### config.mk
export PLATFORM = sky130hd
export DESIGN_NAME = cond_unit_flat
export DESIGN_NICKNAME = d
export VERILOG_FILES = /design/src/rtl/cond_unit_if.sv /design/src/rtl/cond_unit.sv /design/src/flat_wrapper.sv
export SDC_FILE = /design/constraint.sdc
export NUM_CORES = 1
export LEC_CHECK = 0
export ABC_AREA = 1
export ABC_CLOCK_PERIOD_IN_PS = 1250
export BUFFER_PORTS_ARGS = -buffer_cell sky130_fd_sc_hd__buf_2
export CAP_MARGIN = 15
export CORE_ASPECT_RATIO = 1.4
export CORE_MARGIN = 2
export CORE_UTILIZATION = 45
export DETAILED_ROUTE_END_ITERATION = 6
export PLACE_DENSITY = 0.8
export SLEW_MARGIN = 40
export SYNTH_ARGS = -nofsm -noshare
export SYNTH_HDL_FRONTEND = slang
export SYNTH_SLANG_ARGS = --single-unit
### constraint.sdc
create_clock -name clk -period 1.25 [get_ports clk]
set_input_delay 0.125 -clock clk [delete_from_list [all_inputs] [get_ports clk]]
set_output_delay 0.125 -clock clk [all_outputs]
set_load 0.02 [all_outputs]
### src/rtl/cond_unit_if.sv
// rtl/cond_unit_if.sv - instruction and result signals of the condition stage
interface cond_unit_if;
    logic       in_valid;
    logic       stall;
    logic [3:0] cond;
    logic [3:0] alu_flags;
    logic [1:0] flag_w;
    logic       pcs;
    logic       reg_w;
    logic       mem_w;
    logic       no_write;

    logic       out_valid;
    logic       pc_src;
    logic       reg_write;
    logic       mem_write;
    logic       cond_ex;
    logic [3:0] flags;
    logic [7:0] skip_count;

    modport master (
        output in_valid, stall, cond, alu_flags, flag_w, pcs, reg_w, mem_w, no_write,
        input  out_valid, pc_src, reg_write, mem_write, cond_ex, flags, skip_count
    );

    modport slave (
        input  in_valid, stall, cond, alu_flags, flag_w, pcs, reg_w, mem_w, no_write,
        output out_valid, pc_src, reg_write, mem_write, cond_ex, flags, skip_count
    );
endinterface

### src/rtl/cond_unit.sv
// rtl/cond_unit.sv - condition check, flag register and gated write enables
module cond_unit (
    input logic        clk,
    input logic        reset,
    cond_unit_if.slave bus
);
    logic [3:0] flags_q;
    logic [7:0] skip_q;
    logic       out_valid_q;
    logic       cond_ex_q;
    logic       pc_src_q;
    logic       reg_write_q;
    logic       mem_write_q;
    logic       n, z, c, v;
    logic       pass;

    // Evaluated against the registered flags only, so a setter followed
    // directly by a consumer needs no bypass from alu_flags.
    assign {n, z, c, v} = flags_q;

    always_comb begin
        pass = 1'b1;
        case (bus.cond)
            4'b0000: pass = z;
            4'b0001: pass = !z;
            4'b0010: pass = c;
            4'b0011: pass = !c;
            4'b0100: pass = n;
            4'b0101: pass = !n;
            4'b0110: pass = v;
            4'b0111: pass = !v;
            4'b1000: pass = c & !z;
            4'b1001: pass = !c | z;
            4'b1010: pass = (n == v);
            4'b1011: pass = (n != v);
            4'b1100: pass = !z & (n == v);
            4'b1101: pass = z | (n != v);
            default: pass = 1'b1;
        endcase
    end

    always_ff @(posedge clk) begin
        if (reset) begin
            flags_q     <= 4'b0000;
            skip_q      <= 8'd0;
            out_valid_q <= 1'b0;
            cond_ex_q   <= 1'b0;
            pc_src_q    <= 1'b0;
            reg_write_q <= 1'b0;
            mem_write_q <= 1'b0;
        end else if (!bus.stall) begin
            if (bus.in_valid) begin
                out_valid_q <= 1'b1;
                cond_ex_q   <= pass;
                pc_src_q    <= bus.pcs & pass;
                reg_write_q <= bus.reg_w & pass & !bus.no_write;
                mem_write_q <= bus.mem_w & pass;
                if (pass) begin
                    if (bus.flag_w[1]) flags_q[3:2] <= bus.alu_flags[3:2];
                    if (bus.flag_w[0]) flags_q[1:0] <= bus.alu_flags[1:0];
                end else if (skip_q != 8'hFF) begin
                    skip_q <= skip_q + 8'd1;
                end
            end else begin
                out_valid_q <= 1'b0;
                cond_ex_q   <= 1'b0;
                pc_src_q    <= 1'b0;
                reg_write_q <= 1'b0;
                mem_write_q <= 1'b0;
            end
        end
    end

    assign bus.flags      = flags_q;
    assign bus.skip_count = skip_q;
    assign bus.out_valid  = out_valid_q;
    assign bus.cond_ex    = cond_ex_q;
    assign bus.pc_src     = pc_src_q;
    assign bus.reg_write  = reg_write_q;
    assign bus.mem_write  = mem_write_q;
endmodule
### src/flat_wrapper.sv
// flat-port wrapper written by rule: the top's interface ports become plain ports
module cond_unit_flat 
  (clk, reset, bus_in_valid, bus_stall, bus_cond, bus_alu_flags, bus_flag_w, bus_pcs, bus_reg_w, bus_mem_w, bus_no_write, bus_out_valid, bus_pc_src, bus_reg_write, bus_mem_write, bus_cond_ex, bus_flags, bus_skip_count);
  cond_unit_if bus_i ();
  input logic clk;
  input logic reset;
  input wire logic [$bits(bus_i.in_valid)-1:0] bus_in_valid;
  input wire logic [$bits(bus_i.stall)-1:0] bus_stall;
  input wire logic [$bits(bus_i.cond)-1:0] bus_cond;
  input wire logic [$bits(bus_i.alu_flags)-1:0] bus_alu_flags;
  input wire logic [$bits(bus_i.flag_w)-1:0] bus_flag_w;
  input wire logic [$bits(bus_i.pcs)-1:0] bus_pcs;
  input wire logic [$bits(bus_i.reg_w)-1:0] bus_reg_w;
  input wire logic [$bits(bus_i.mem_w)-1:0] bus_mem_w;
  input wire logic [$bits(bus_i.no_write)-1:0] bus_no_write;
  output wire logic [$bits(bus_i.out_valid)-1:0] bus_out_valid;
  output wire logic [$bits(bus_i.pc_src)-1:0] bus_pc_src;
  output wire logic [$bits(bus_i.reg_write)-1:0] bus_reg_write;
  output wire logic [$bits(bus_i.mem_write)-1:0] bus_mem_write;
  output wire logic [$bits(bus_i.cond_ex)-1:0] bus_cond_ex;
  output wire logic [$bits(bus_i.flags)-1:0] bus_flags;
  output wire logic [$bits(bus_i.skip_count)-1:0] bus_skip_count;
  assign bus_i.in_valid = bus_in_valid;
  assign bus_i.stall = bus_stall;
  assign bus_i.cond = bus_cond;
  assign bus_i.alu_flags = bus_alu_flags;
  assign bus_i.flag_w = bus_flag_w;
  assign bus_i.pcs = bus_pcs;
  assign bus_i.reg_w = bus_reg_w;
  assign bus_i.mem_w = bus_mem_w;
  assign bus_i.no_write = bus_no_write;
  assign bus_out_valid = bus_i.out_valid;
  assign bus_pc_src = bus_i.pc_src;
  assign bus_reg_write = bus_i.reg_write;
  assign bus_mem_write = bus_i.mem_write;
  assign bus_cond_ex = bus_i.cond_ex;
  assign bus_flags = bus_i.flags;
  assign bus_skip_count = bus_i.skip_count;
  cond_unit u_core (.clk(clk), .reset(reset), .bus(bus_i));
endmodule
# Word level (Yosys, flattened, before mapping)
# Index checks and enable logic that the tools add are counted.
# Widths: inputs -> output; s select.
word_totals:
  reg_bits: 17
  latchBits: 0
  ram_bits: 0
  romBits: 0
  inputBits: 18
  output_inout_bits: 17
  elab_cells: 50
  n_memories: 0
classes:
  n_addsub: 1
  n_mul: 0
  div: 0
  magnitude_cmp: 0
  eq_ne: 16
  shifts: 0
  mux: 6
  bitwise_logic: 10
  reduce_logical: 9
op_table:
  columns: ["operator", "n"]
  rows:
  - ["$eq 4x4->1 const B", 6]
  - ["$eq 4x3->1 const B", 4]
  - ["$pmux 1 s14", 1]
  - ["$reduce_and 4->1", 3]
  - ["$add 8x1->8 const B", 1]
  - ["$eq 4x2->1 const B", 2]
  - ["$ne 8x8->1 const B", 1]
  - ["$and 1x1->1", 6]
  - ["$logic_not 1->1", 5]
  - ["$mux 1", 5]
  - ["$eq 4x1->1 const B", 1]
  - ["$logic_not 4->1", 1]
  - ["$not 1->1", 2]
  - ["$or 1x1->1", 2]
  - ["$eq 1x1->1", 1]
  - ["$ne 1x1->1", 1]

# Depth between registers and ports, before layout
depth:
  depth_word: 6
  mapped_depth: 12
  mapped_depth_nobuf: 12

# Worst setup path before layout
# OpenSTA, ideal clock, no wires.
synth_path:
  path_kind: "flip-flop to flip-flop"
  start: "register u_core.skip_q[0] (netlist: u_core.bus.skip_count[0])"
  end: "register u_core.skip_q[6] (netlist: u_core.bus.skip_count[6])"
  setup_ps: 70
  arrival_time_ps: 1414
  required_ps: 1180
  setup_slack_ps: -235
  stages_incl_launch_ff: 8
  n_path_buf: 0
  synth_period_minus_slack_ps: 1485
  cell_sequence: "dfxtp_1 ha_1 nand4_1 o21ai_0 inv_2 nand2_4 nand2_1 a21oi_1"
synth_between:
  elab_chain_len: 2
  elab_cells_between_ends: 3
  classes_between: "1 x add/sub; 1 x eq/ne; 1 x reduce/logical"
synth_rtl:
  columns: ["item", "line_no", "rtl"]
  rows:
  - ["from (decl)", "cond_unit.sv:8", "logic [7:0] skip_q;"]
  - ["from (signal assigned)", "cond_unit.sv:62", "skip_q <= skip_q + 8'd1;"]
  - ["parallel branches: the longest is 2 deep, another holds $add 8x1->8", null, null]
# Parallel ways; which one is timed is not known.
# A chain may end at the register's enable or synchronous reset.

# Final worst setup path
layout_path:
  start: "register u_core.flags_q[3] (netlist: u_core.bus.flags[3])"
  end: "register u_core.skip_q[3] (netlist: u_core.bus.skip_count[3])"
layout_between:
  elab_chain_len: 5
  elab_cells_between_ends: 8
  classes_between: "2 x eq/ne; 1 x mux; 3 x bitwise; 2 x reduce/logical"
layout_rtl:
  columns: ["item", "line_no", "rtl"]
  rows:
  - ["from (decl)", "cond_unit.sv:7", "logic [3:0] flags_q;"]
  - ["from (signal assigned)", "cond_unit.sv:59", "if (bus.flag_w[1]) flags_q[3:2] <= bus.alu_flags[3:2];"]
  - ["$ne 1x1->1 or $eq 1x1->1 (tied branches)", null, null]
  - ["$or 1x1->1 or $and 1x1->1 (tied branches)", "cond_unit.sv:37, cond_unit.sv:36", null]
  - ["$pmux 1 s14 *", "cond_unit.sv:23", "case (bus.cond)"]
  - ["$not 1->1 (no line) *", null, null]
  - ["$reduce_and 4->1 (no line) *", null, null]
# Every way passes the cells marked *; elsewhere a longest branch is shown, timed or not.

==> run metrics <==
status=finished with violations; failing checks=setup timing; chip height=62.5 microns; max cap viols=0; post-route insts no fill=244; dpl cell area=1450 sq um; post-route cell area=1660 sq um; drc violations=0; IO buf count=34; Max Freq=736 MHz; Crit. End Element=flip-flop; Pwr Density=744 nW/um^2; fill count=201; RSZ-0062 raised after global routing=true; Fin. Hold Viols=0; crit path max fanout=8; Initial Util=0.465; crit-path cells=inv_4 -> nand2_4 -> nand2_2 -> nand2_2 -> nand3_4 -> nand3_4 -> nor2_8 -> nand2_8 -> nand2_2 -> a21oi_1; first-pass GRT wire length=4620 microns; commonest non-fill, non-tap cells in the layout=34 x buf_2, 25 x nand2_1, 21 x nand2_2; Chip Width=45.8 microns; n_diodes=0; Clock Latency Late Sink=0.29 ns; # IOs=35; drt pass-1 iters=4; initial DRC count=30; final core occ=0.701; initial antenna violation count=0; Nets=241; leakage=0.824 nW; RePlAce Congestion=0.828; cell count after synthesis=164; register area share after synthesis=0.309; area of the die=2860 sq um; total CTS buffers=3; Setup CP Type=flip-flop to flip-flop; maximum vdd drop=0.738 mV; Slowest-stage cell, CP=dfxtp_4; drt wl/cell=12.4 microns; vias in the first global route=1190; Post-Syn Nets=183; Post-synth EDFFs=0; startpoint types=flip-flop; crit share post-route=1.09; maximum number of pins on one net before global-route repair=15; synth warn=0; Clock Pin Slew Worst Setup and Hold Paths=0.10 ns; Worst EP required=1.43 ns; Async S/R FF share, synth=0; commonest non-fill, non-tap cell in the layout=buf_2; Setup Viol. Count Final=16; row cnt=21; Worst Tran Pin Value=0.264 ns; Synth Register Bits=17; final antenna-violating net count=0; slew margin rel.=0.824; core area=2360 sq um; aggregate global routing overflow=0; clk root buf=clkbuf_4; final worst slack=-0.109 ns; area occupied by registers=367 sq um; fin. max-slew vios=0; total clock sinks=17; main flop type after synthesis=dfxtp_1; via-per-instance ratio=5.25; syn_area_per_cell=6.71 sq um; number of distinct library cells after synthesis=24; slowest stage delay, CP=0.38 ns; Period minus WS final=1.36 ns; multi-input logic area=823 sq um; worst endpoint data arrival time=1.54 ns; TritonCTS clock tree=built; hpwl dp=2090 microns; CP dominant cell by count=nand2_2; placed instance count=234; H-tree depth=1; Area growth syn-to-layout=50.6%; overall routing resource usage=0.211; hold_buf cts=0; share of cells above drive strength 1=0.548; clock buffer depth=2; drt total wl=3030 microns; Syn Std Cell Area=1100 sq um; via count=1281; clock skew=0.00399 ns; Hold Path Class=primary input to flip-flop
final cells by class:
cell class / instances / area share
Clock inverter: 1 / 0.00302
Multi-Input combinational cell: 123 / 0.497
Sequential cell: 17 / 0.221
Clock buffer: 3 / 0.0136
Inverter: 24 / 0.0589
Timing Repair Buffer: 53 / 0.189
Tap cell: 23 / 0.0174
critical path, delay by kind of cell, from the launching register on:
family | cells | cell delay [ns]
AOI/OAI and AO/OA | 1 | 0.05
buffers and inverters | 1 | 0.06
DFF | 1 | 0.38
and+or+nand+nor | 8 | 0.75
worst paths after layout:
kind / from / endpoint / slack (ns) / depth (start not counted)
hold / removal: bus_mem_w / u_core.bus.mem_write / 0.09 / 3
setup / recovery: u_core.bus.flags[3] / u_core.bus.skip_count[3] / -0.11 / 10
setup reg to reg: u_core.bus.flags[3] / u_core.bus.skip_count[3] / -0.11 / 10
hold reg to reg: u_core.bus.skip_count[3] / u_core.bus.skip_count[3] / 0.47 / 2
where the power goes:
part	total, W	internal [W]	switching [W]
Clock	0.000299	0.000119	0.000180
Sequential	0.000569	0.000550	0.0000185
Combinational	0.000365	0.000140	0.000225
layer usage:
layer  vias to the layer above  share of wire  global-route usage
li1                        641              -                   -
met1                       607           0.39               0.229
met2                        29           0.57               0.391
met3                         4          0.030              0.0405
met4                         0         0.0099              0.0571
met5                         -              0                   0
cells in the mapped netlist, types with 3 or more instances:
cell type,count,area share
a21oi_1,15,0.068
dfxtp_1,17,0.31
inv_1,19,0.065
inv_2,4,0.014
nand2_1,45,0.15
nand2_2,3,0.017
nand3_1,16,0.073
nand3_2,5,0.046
nand4_1,5,0.028
nor2_1,13,0.044
nor2_2,3,0.017
xnor2_1,3,0.024
xor2_1,3,0.024
state kept, by name, summed over array words and instances, names as in the netlist:
name	cells
u_core.bus.out_valid	1
u_core.bus.mem_write	1
u_core.bus.flags	4
u_core.bus.cond_ex	1
u_core.bus.reg_write	1
u_core.bus.skip_count	8
u_core.bus.pc_src	1
through the flow:
stage               TNS (ns)  power (W)  hold WS (ns)  worst slack, ns
floorplan            -0.0386   0.000767         0.187         -0.00838
global placement      -0.550   0.000861         0.397          -0.0805
detailed placement    -0.750   0.000864         0.405          -0.0983
CTS                   -0.939    0.00119        0.0832          -0.0784
global route           -2.85    0.00130        0.0838           -0.206
finish                 -1.29    0.00123        0.0892           -0.109
cell families after synthesis:
family / Yosys count / share of synthesized area
simple gates: 97 / 0.461
buf+inv: 26 / 0.0899
compound gates: 17 / 0.0808
flops: 17 / 0.309
xor+xnor: 6 / 0.0478
fa+ha+maj: 1 / 0.0114
what timing repair did:
action / in CTS / in global routing
gates resized for setup: 8 / 29
setup endpoints to repair: 15 / 16
buffers inserted: 2 / 2
gates cloned: 2 / 0
pin swaps: 5 / 13
(Power assumes the default switching activity.)
